===== config.mk =====
export PLATFORM = sky130hd
export DESIGN_NAME = ex_complete_unit
export DESIGN_NICKNAME = d
export VERILOG_FILES = /design/src/rtl/ex_complete_unit_pkg.sv /design/src/rtl/ex_complete_unit_cq.sv /design/src/rtl/ex_complete_unit.sv
export SDC_FILE = /design/constraint.sdc
export NUM_CORES = 1
export LEC_CHECK = 0
export CAP_MARGIN = 10
export CORE_ASPECT_RATIO = 0.7
export CORE_MARGIN = 2
export CORE_UTILIZATION = 35
export CTS_BUF_LIST = sky130_fd_sc_hd__clkbuf_8
export CTS_CLUSTER_SIZE = 28
export DETAILED_ROUTE_END_ITERATION = 6
export SLEW_MARGIN = 5
export SYNTH_ARGS = -nofsm -noshare
export SYNTH_HDL_FRONTEND = slang
export SYNTH_SLANG_ARGS = --single-unit

===== constraint.sdc =====
create_clock -name clock -period 4.5 [get_ports clock]
set_input_delay 0.45 -clock clock [delete_from_list [all_inputs] [get_ports clock]]
set_output_delay 0.45 -clock clock [all_outputs]
set_load 0.005 [all_outputs]

===== src/rtl/ex_complete_unit_pkg.sv =====
// Shared types for the execute/complete stage: issue and remove packets,
// completion-queue entries, FU classes and default timing parameters.
package ex_complete_unit_pkg;

  localparam int TAG_W    = 6;
  localparam int RS_IDX_W = 4;

  localparam int DEF_MULT_STAGES = 4;
  localparam int DEF_MEM_LAT     = 3;
  localparam int DEF_CQ_DEPTH    = 8;

  typedef logic [TAG_W-1:0] TAG;

  typedef struct packed {
    logic valid;
    TAG   tag;
  } DEST_TAG;

  typedef enum logic [4:0] {
    ALU_ADD, ALU_SUB, ALU_SLT, ALU_SLTU, ALU_AND, ALU_OR, ALU_XOR,
    ALU_SLL, ALU_SRL, ALU_SRA, ALU_MUL, ALU_MULH, ALU_MULHSU, ALU_MULHU
  } ALU_FUNC;

  typedef struct packed {
    ALU_FUNC             alu_func;
    logic                rd_mem;
    logic                wr_mem;
    logic [RS_IDX_W-1:0] rs_idx;
    DEST_TAG             t;
  } DECODER_PACKET;

  typedef struct packed {
    logic          issue_en;
    DECODER_PACKET decoder_packet;
  } RS_IS_PACKET;

  typedef struct packed {
    logic                remove_en;
    logic [RS_IDX_W-1:0] remove_idx;
  } EX_RS_PACKET;

  typedef enum logic [1:0] {FU_ALU, FU_MULT, FU_MEM} FU_CLASS;

  typedef struct packed {
    TAG                  tag;
    logic                has_dest;
    logic [RS_IDX_W-1:0] rs_idx;
  } EX_CQ_ENTRY;

  // Multiply ops win over a (malformed) memory flag so they never occupy the MEM unit.
  function automatic FU_CLASS fu_class_of(input DECODER_PACKET p);
    if (p.alu_func inside {ALU_MUL, ALU_MULH, ALU_MULHSU, ALU_MULHU}) return FU_MULT;
    if (p.rd_mem || p.wr_mem) return FU_MEM;
    return FU_ALU;
  endfunction

endpackage


===== src/rtl/ex_complete_unit_cq.sv =====
// ex_cq: completion queue with three ordered push ports and one pop port.
// Port 0 is written first, so push order is the port order.
module ex_cq
  import ex_complete_unit_pkg::*;
#(
  parameter  int DEPTH = DEF_CQ_DEPTH,
  localparam int CNT_W = $clog2(DEPTH + 1)
) (
  input  logic                   clock,
  input  logic                   reset,
  input  logic                   i_flush,
  input  logic       [2:0]       i_push_valid,
  input  EX_CQ_ENTRY [2:0]       i_push_data,
  input  logic                   i_pop,
  output logic       [CNT_W-1:0] o_count,
  output EX_CQ_ENTRY             o_head
);

  localparam int PTR_W = $clog2(DEPTH);

  EX_CQ_ENTRY       r_mem [DEPTH];
  logic [PTR_W-1:0] r_wr_ptr;
  logic [PTR_W-1:0] r_rd_ptr;
  logic [CNT_W-1:0] r_count;
  logic [CNT_W-1:0] w_push_cnt;
  logic [PTR_W-1:0] w_wr_idx [3];
  logic             w_do_pop;

  // Each valid port lands in the slot after all lower-numbered valid ports.
  always_comb begin
    w_push_cnt = '0;
    for (int i = 0; i < 3; i++) begin
      w_wr_idx[i] = r_wr_ptr + PTR_W'(w_push_cnt);
      w_push_cnt  = w_push_cnt + CNT_W'(i_push_valid[i]);
    end
  end

  assign w_do_pop = i_pop && (r_count != '0);

  always_ff @(posedge clock) begin
    if (!reset || i_flush) begin
      r_wr_ptr <= '0;
      r_rd_ptr <= '0;
      r_count  <= '0;
    end else begin
      r_wr_ptr <= r_wr_ptr + PTR_W'(w_push_cnt);
      r_rd_ptr <= r_rd_ptr + PTR_W'(w_do_pop);
      r_count  <= r_count + w_push_cnt - CNT_W'(w_do_pop);
    end
  end

  always_ff @(posedge clock) begin
    for (int i = 0; i < 3; i++) begin
      if (i_push_valid[i]) r_mem[w_wr_idx[i]] <= i_push_data[i];
    end
  end

  assign o_count = r_count;
  assign o_head  = r_mem[r_rd_ptr];

`ifndef SYNTHESIS
  a_cqNoOverflow: assert property (@(posedge clock) disable iff (!reset) r_count <= CNT_W'(DEPTH));
`endif

endmodule


===== src/rtl/ex_complete_unit.sv =====
// Execute/complete unit: ALU, pipelined MULT and blocking MEM timing, credit-based
// issue stall, and CDB/RS-remove arbitration. Optional macro: EX_CQ_BYPASS_EN.
module ex_complete_unit
  import ex_complete_unit_pkg::*;
#(
  parameter int MULT_STAGES = DEF_MULT_STAGES,
  parameter int MEM_LAT     = DEF_MEM_LAT,
  parameter int CQ_DEPTH    = DEF_CQ_DEPTH
) (
  input  logic        clock,
  input  logic        reset,
  input  logic        interrupt,
  input  RS_IS_PACKET rs_is_packet,
  output logic        is_stall,
  output TAG          cdb,
  output logic        cdb_en,
  output EX_RS_PACKET ex_rs_packet
);

  localparam int CNT_W  = $clog2(CQ_DEPTH + 1);
  localparam int MEM_CW = $clog2(MEM_LAT + 1);

  DECODER_PACKET          w_dp;
  FU_CLASS                w_class;
  EX_CQ_ENTRY             w_new_entry;
  logic                   w_flush;
  logic                   w_accept;
  logic                   w_mem_busy;
  logic [CNT_W:0]         w_credit_used;

  logic [MULT_STAGES-1:0] r_mult_valid;
  EX_CQ_ENTRY             r_mult_entry [MULT_STAGES];
  logic [MEM_CW-1:0]      r_mem_cnt;
  EX_CQ_ENTRY             r_mem_entry;
  logic                   r_alu_valid;
  EX_CQ_ENTRY             r_alu_entry;
  logic [CNT_W-1:0]       r_inflight;

  logic [2:0]             w_fin;
  logic [1:0]             w_fin_cnt;
  logic [2:0]             w_push_valid;
  EX_CQ_ENTRY [2:0]       w_push_data;
  logic [CNT_W-1:0]       w_cq_count;
  EX_CQ_ENTRY             w_cq_head;
  logic                   w_out_valid;
  EX_CQ_ENTRY             w_out_entry;

  assign w_dp        = rs_is_packet.decoder_packet;
  assign w_class     = fu_class_of(w_dp);
  assign w_new_entry = '{tag: w_dp.t.tag, has_dest: w_dp.t.valid && !w_dp.wr_mem, rs_idx: w_dp.rs_idx};
  assign w_flush     = !reset || interrupt;
  assign w_mem_busy  = (r_mem_cnt != '0);

  // Every accepted op owns a CQ slot until popped, so the queue cannot overflow.
  assign w_credit_used = {1'b0, w_cq_count} + {1'b0, r_inflight};
  assign is_stall = rs_is_packet.issue_en &&
                    ((w_credit_used >= (CNT_W+1)'(CQ_DEPTH)) || (w_class == FU_MEM && w_mem_busy));
  assign w_accept = rs_is_packet.issue_en && !is_stall;

  always_ff @(posedge clock) begin
    if (w_flush) begin
      r_mult_valid <= '0;
    end else begin
      r_mult_valid[0] <= w_accept && (w_class == FU_MULT);
      r_mult_entry[0] <= w_new_entry;
      for (int i = 1; i < MULT_STAGES; i++) begin
        r_mult_valid[i] <= r_mult_valid[i-1];
        r_mult_entry[i] <= r_mult_entry[i-1];
      end
    end
  end

  always_ff @(posedge clock) begin
    if (w_flush) begin
      r_mem_cnt <= '0;
    end else if (w_accept && (w_class == FU_MEM)) begin
      r_mem_cnt   <= MEM_CW'(MEM_LAT);
      r_mem_entry <= w_new_entry;
    end else if (w_mem_busy) begin
      r_mem_cnt <= r_mem_cnt - MEM_CW'(1);
    end
  end

  always_ff @(posedge clock) begin
    if (w_flush) begin
      r_alu_valid <= 1'b0;
    end else begin
      r_alu_valid <= w_accept && (w_class == FU_ALU);
      r_alu_entry <= w_new_entry;
    end
  end

  assign w_fin       = {r_alu_valid, (r_mem_cnt == MEM_CW'(1)), r_mult_valid[MULT_STAGES-1]};
  assign w_fin_cnt   = 2'(w_fin[0]) + 2'(w_fin[1]) + 2'(w_fin[2]);
  assign w_push_data = {r_alu_entry, r_mem_entry, r_mult_entry[MULT_STAGES-1]};

  // A finished op leaves the credit pool whether it is queued or bypassed.
  always_ff @(posedge clock) begin
    if (w_flush) r_inflight <= '0;
    else         r_inflight <= r_inflight + CNT_W'(w_accept) - CNT_W'(w_fin_cnt);
  end

  always_comb begin
    w_out_valid  = (w_cq_count != '0);
    w_out_entry  = w_cq_head;
    w_push_valid = w_fin;
`ifdef EX_CQ_BYPASS_EN
    if ((w_cq_count == '0) && (w_fin_cnt == 2'd1)) begin
      w_out_valid  = 1'b1;
      w_push_valid = '0;
      w_out_entry  = w_fin[0] ? w_push_data[0] : (w_fin[1] ? w_push_data[1] : w_push_data[2]);
    end
`endif
  end

  ex_cq #(.DEPTH(CQ_DEPTH)) u_cq (
    .clock        (clock),
    .reset        (reset),
    .i_flush      (interrupt),
    .i_push_valid (w_push_valid),
    .i_push_data  (w_push_data),
    .i_pop        (w_cq_count != '0),
    .o_count      (w_cq_count),
    .o_head       (w_cq_head)
  );

  assign cdb                     = w_out_valid ? w_out_entry.tag : '0;
  assign cdb_en                  = w_out_valid && w_out_entry.has_dest;
  assign ex_rs_packet.remove_en  = w_out_valid;
  assign ex_rs_packet.remove_idx = w_out_valid ? w_out_entry.rs_idx : '0;

endmodule


==> results.sh <==
export IMPL_vias=5278
export IMPL_fin_area_sq_mm=0.00946
export IMPL_worstSetupStartpointType="flip-flop"
export IMPL_postCtsSetupRepairBufs=0
export IMPL_dpl_cell_area_sq_mm=0.00908
export IMPL_htree_levels=4
export IMPL_antenna_cells=0
export IMPL_first_pass_iters=6
export IMPL_grt_setup_unrepaired="no"
export IMPL_drv_cap=0
export IMPL_syn_area_per_cell_sq_um=12.2
export IMPL_clkLatencyLatePin_ps=480
export IMPL_p_total_mw=3.67
export IMPL_grt_max_degree=34
export IMPL_start_util_pct=35.9
export IMPL_clkTransAtPathRegs_ps=100
export IMPL_clock_sinks=164
export IMPL_tritoncts="done"
export IMPL_slowest_delay_ps=500
export IMPL_fin_cells=1034
export IMPL_num_nets_final=757
export IMPL_critPathMostFrequentCell="fa_1"
export IMPL_required_ps=4850
export IMPL_dp_hpwl_mm=13.0
export IMPL_min_period_ps=3650
export IMPL_worstHoldPathCells=0
export IMPL_crit_fanout=5
export IMPL_antenna_found_initial=1
export IMPL_place_ws_ps=839
export IMPL_dpl_cell_count=1002
export IMPL_setup_viol=0
export IMPL_final_max_slew_viol_count=0
export IMPL_gp_congestion=0.770
export IMPL_leakage_nw=3.22
export IMPL_synth_most_common_cell="edfxtp_1"
export IMPL_ys_seq_area_share_pct=55.2
export IMPL_numPortBuffers=33
export IMPL_vdd_drop_max_mv=0.167
export IMPL_synth_edf_count=143
export IMPL_clock_fmax_ghz=0.274
export IMPL_core_area_sq_mm=0.0238
export IMPL_die_area_sq_mm=0.0257
export IMPL_critPathCaptureType="flip-flop"
export IMPL_detail_route_antenna_nets=0
export IMPL_yosysWarningCount=0
export IMPL_postCtsResizedCells=0
export IMPL_fin_crit_sh_pct=81.1
export IMPL_synth_cell_types=37
export IMPL_crit_chain="ha_1 > inv_1 > fa_1 > and4_1 > o211ai_1 > nor2_1 > fa_1 > fa_1 > ha_1 > inv_1 > fa_1 > xor2_1 > xnor2_1 > nor2_1"
export IMPL_io_pins=35
export IMPL_rows=47
export IMPL_slew_headroom_pct=25.8
export IMPL_postSynthCellCount=702
export IMPL_die_w_um=191
export IMPL_die_h_um=135
export IMPL_r2r_cells=14
export IMPL_dr_first_iter_drc_count=560
export IMPL_cts_buffers=17
export IMPL_hold_class="reg2reg"
export IMPL_grt_pass1_vias=5142
export IMPL_globalRoute_totalOverflow=0
export IMPL_synth_flop_cell="edfxtp_1"
export IMPL_criticalPathCategory="reg2reg"
export IMPL_synthTopCellsByCount="143 x edfxtp_1, 100 x mux2i_1, 73 x nor2_1"
export IMPL_hold_violations=0
export IMPL_synth_top_area_cell="edfxtp_1"
export IMPL_worst_slew_pin_slew_ps=1110
export IMPL_setup_tns_final_ps=0
export IMPL_drive_gt1_share_pct=11.7
export IMPL_drt_total_wl_mm=20.5
export IMPL_cellPowerDensity_mw_per_mm2=388
export IMPL_slowest_stage="fa_1"
export IMPL_grt_use_total_pct=16.8
export IMPL_clockBufferDepth=2
export IMPL_synth_nets=756
export IMPL_ys_seq_elements=164
export IMPL_postLayoutSetupSlackWorst_ps=848
export IMPL_synth_top_area_share_pct=50.2
export IMPL_outcome="finished, final reports clean"
export IMPL_synth_cell_area_sq_mm=0.00855
export IMPL_wl_per_cell_um=19.8
export IMPL_cts_hold_buf=0
export IMPL_syn_to_final_growth_pct=10.7
export IMPL_fin_worst_skew_ps=17.7
export IMPL_synth_async_reset_ratio_pct=0
export IMPL_cp_arrival_ps=4010
export IMPL_viasPerCell=5.10
export IMPL_drc=0
export IMPL_root_buffer="clkbuf_8"
export IMPL_grt_pass1_wl_mm=31.5
export IMPL_synthTopCellsByArea="edfxtp_1 50%, mux2i_1 12%, mux4_2 5.8%"
## per-layer routing
layer	up-vias	track usage, %	wire (um)
met3	39	5.95	1800
met2	175	24.7	8470
met1	2554	23.5	9790
li1	2508	-	-
met4	2	4.05	411
met5	-	1.15	10
## power breakdown
part / internal, mW / switching (mW) / leakage [nW]
combinational: 0.442 / 0.400 / 1.57
sequential: 1.71 / 0.0670 / 1.47
clock: 0.407 / 0.645 / 0.179
## through the flow
stage               utilization, %  hold slack, ps
floorplan                        -             400
global placement              38.1             401
detailed placement            38.1             405
CTS                           39.7             424
global route                  39.7             422
finish                        39.7             425
## final timing paths
path,from,endpoint,slack [ps]
worst max register to register,u_cq.o_count[0]$_SDFF_PP0_,r_inflight[3]$_SDFF_PP0_,850
worst max-delay path,u_cq.o_count[0]$_SDFF_PP0_,r_inflight[3]$_SDFF_PP0_,850
worst min-delay path,r_mult_entry[2][8]$_DFFE_PN_,r_mult_entry[3][8]$_DFFE_PN_,430
worst min register to register,r_mult_entry[2][8]$_DFFE_PN_,r_mult_entry[3][8]$_DFFE_PN_,430
## placed cells by master, fill, tap and decap left out, types with 2 or more instances in the layout
| cell type | synthesis | routed |
|---|---|---|
| a21o_1 | 2 | 2 |
| a21oi_1 | 50 | 50 |
| a31oi_1 | 2 | 2 |
| and2_1 | 10 | 10 |
| buf_4 | 7 | 19 |
| clkbuf_8 | 0 | 17 |
| clkdlybuf4s50_1 | 0 | 33 |
| clkinvlp_4 | 0 | 4 |
| dfxtp_1 | 21 | 21 |
| edfxtp_1 | 143 | 143 |
| fa_1 | 8 | 8 |
| ha_1 | 24 | 24 |
| inv_1 | 26 | 25 |
| inv_6 | 0 | 3 |
| inv_8 | 0 | 5 |
| mux2i_1 | 100 | 100 |
| mux4_2 | 22 | 22 |
| nand2_1 | 58 | 58 |
| nand2b_1 | 4 | 4 |
| nand3_1 | 4 | 4 |
| nand4_1 | 2 | 2 |
| nor2_1 | 73 | 73 |
| nor2_4 | 2 | 2 |
| nor2b_1 | 3 | 3 |
| nor3_1 | 6 | 2 |
| nor3_2 | 2 | 6 |
| nor4_2 | 0 | 2 |
| o21a_1 | 2 | 2 |
| o21ai_0 | 35 | 35 |
| o21ai_1 | 12 | 12 |
| or3_1 | 2 | 2 |
| xnor2_1 | 6 | 6 |
| xor2_1 | 6 | 6 |
## final cells by class
cell class | count | area (sq um)
clock inverters | 15 | 141
well taps | 318 | 398
repair buffers | 52 | 473
inverters | 26 | 97.6
flip-flops and latches | 164 | 4710
fillers | 2256 | 14400
clock buffers | 17 | 234
multi-input cells | 442 | 3400
## flip-flops by register name (all words and copies together) (netlist names)
signal	cells
u_cq.r_mem	88
r_mult_entry	36
r_mem_entry	11
r_alu_entry	8
r_inflight	4
r_mult_valid	4
u_cq.o_count	4
u_cq.r_rd_ptr	3
u_cq.r_wr_ptr	3
r_mem_cnt	2
r_alu_valid	1
## worst max-delay path, delay by kind of cell, from the launching register on
family | cells | cell delay (ps)
AO/OA/AOI/OAI | 1 | 440
XOR/XNOR | 2 | 300
adder cells (fa/ha/maj) | 6 | 1960
buffers and inverters | 2 | 100
flip-flops | 1 | 380
AND/OR/NAND/NOR | 3 | 370
## cells by family after synthesis
family | count (synthesis) | synth area share [%]
buffers and inverters | 96 | 5.43
AO/OA/AOI/OAI | 105 | 6.37
adder cells (fa/ha/maj) | 32 | 5.39
AND/OR/NAND/NOR | 170 | 8.71
flip-flops | 164 | 55.2
XOR/XNOR | 13 | 1.42
multiplexers | 122 | 17.5
Note: power is estimated with default switching activity, not from simulation.
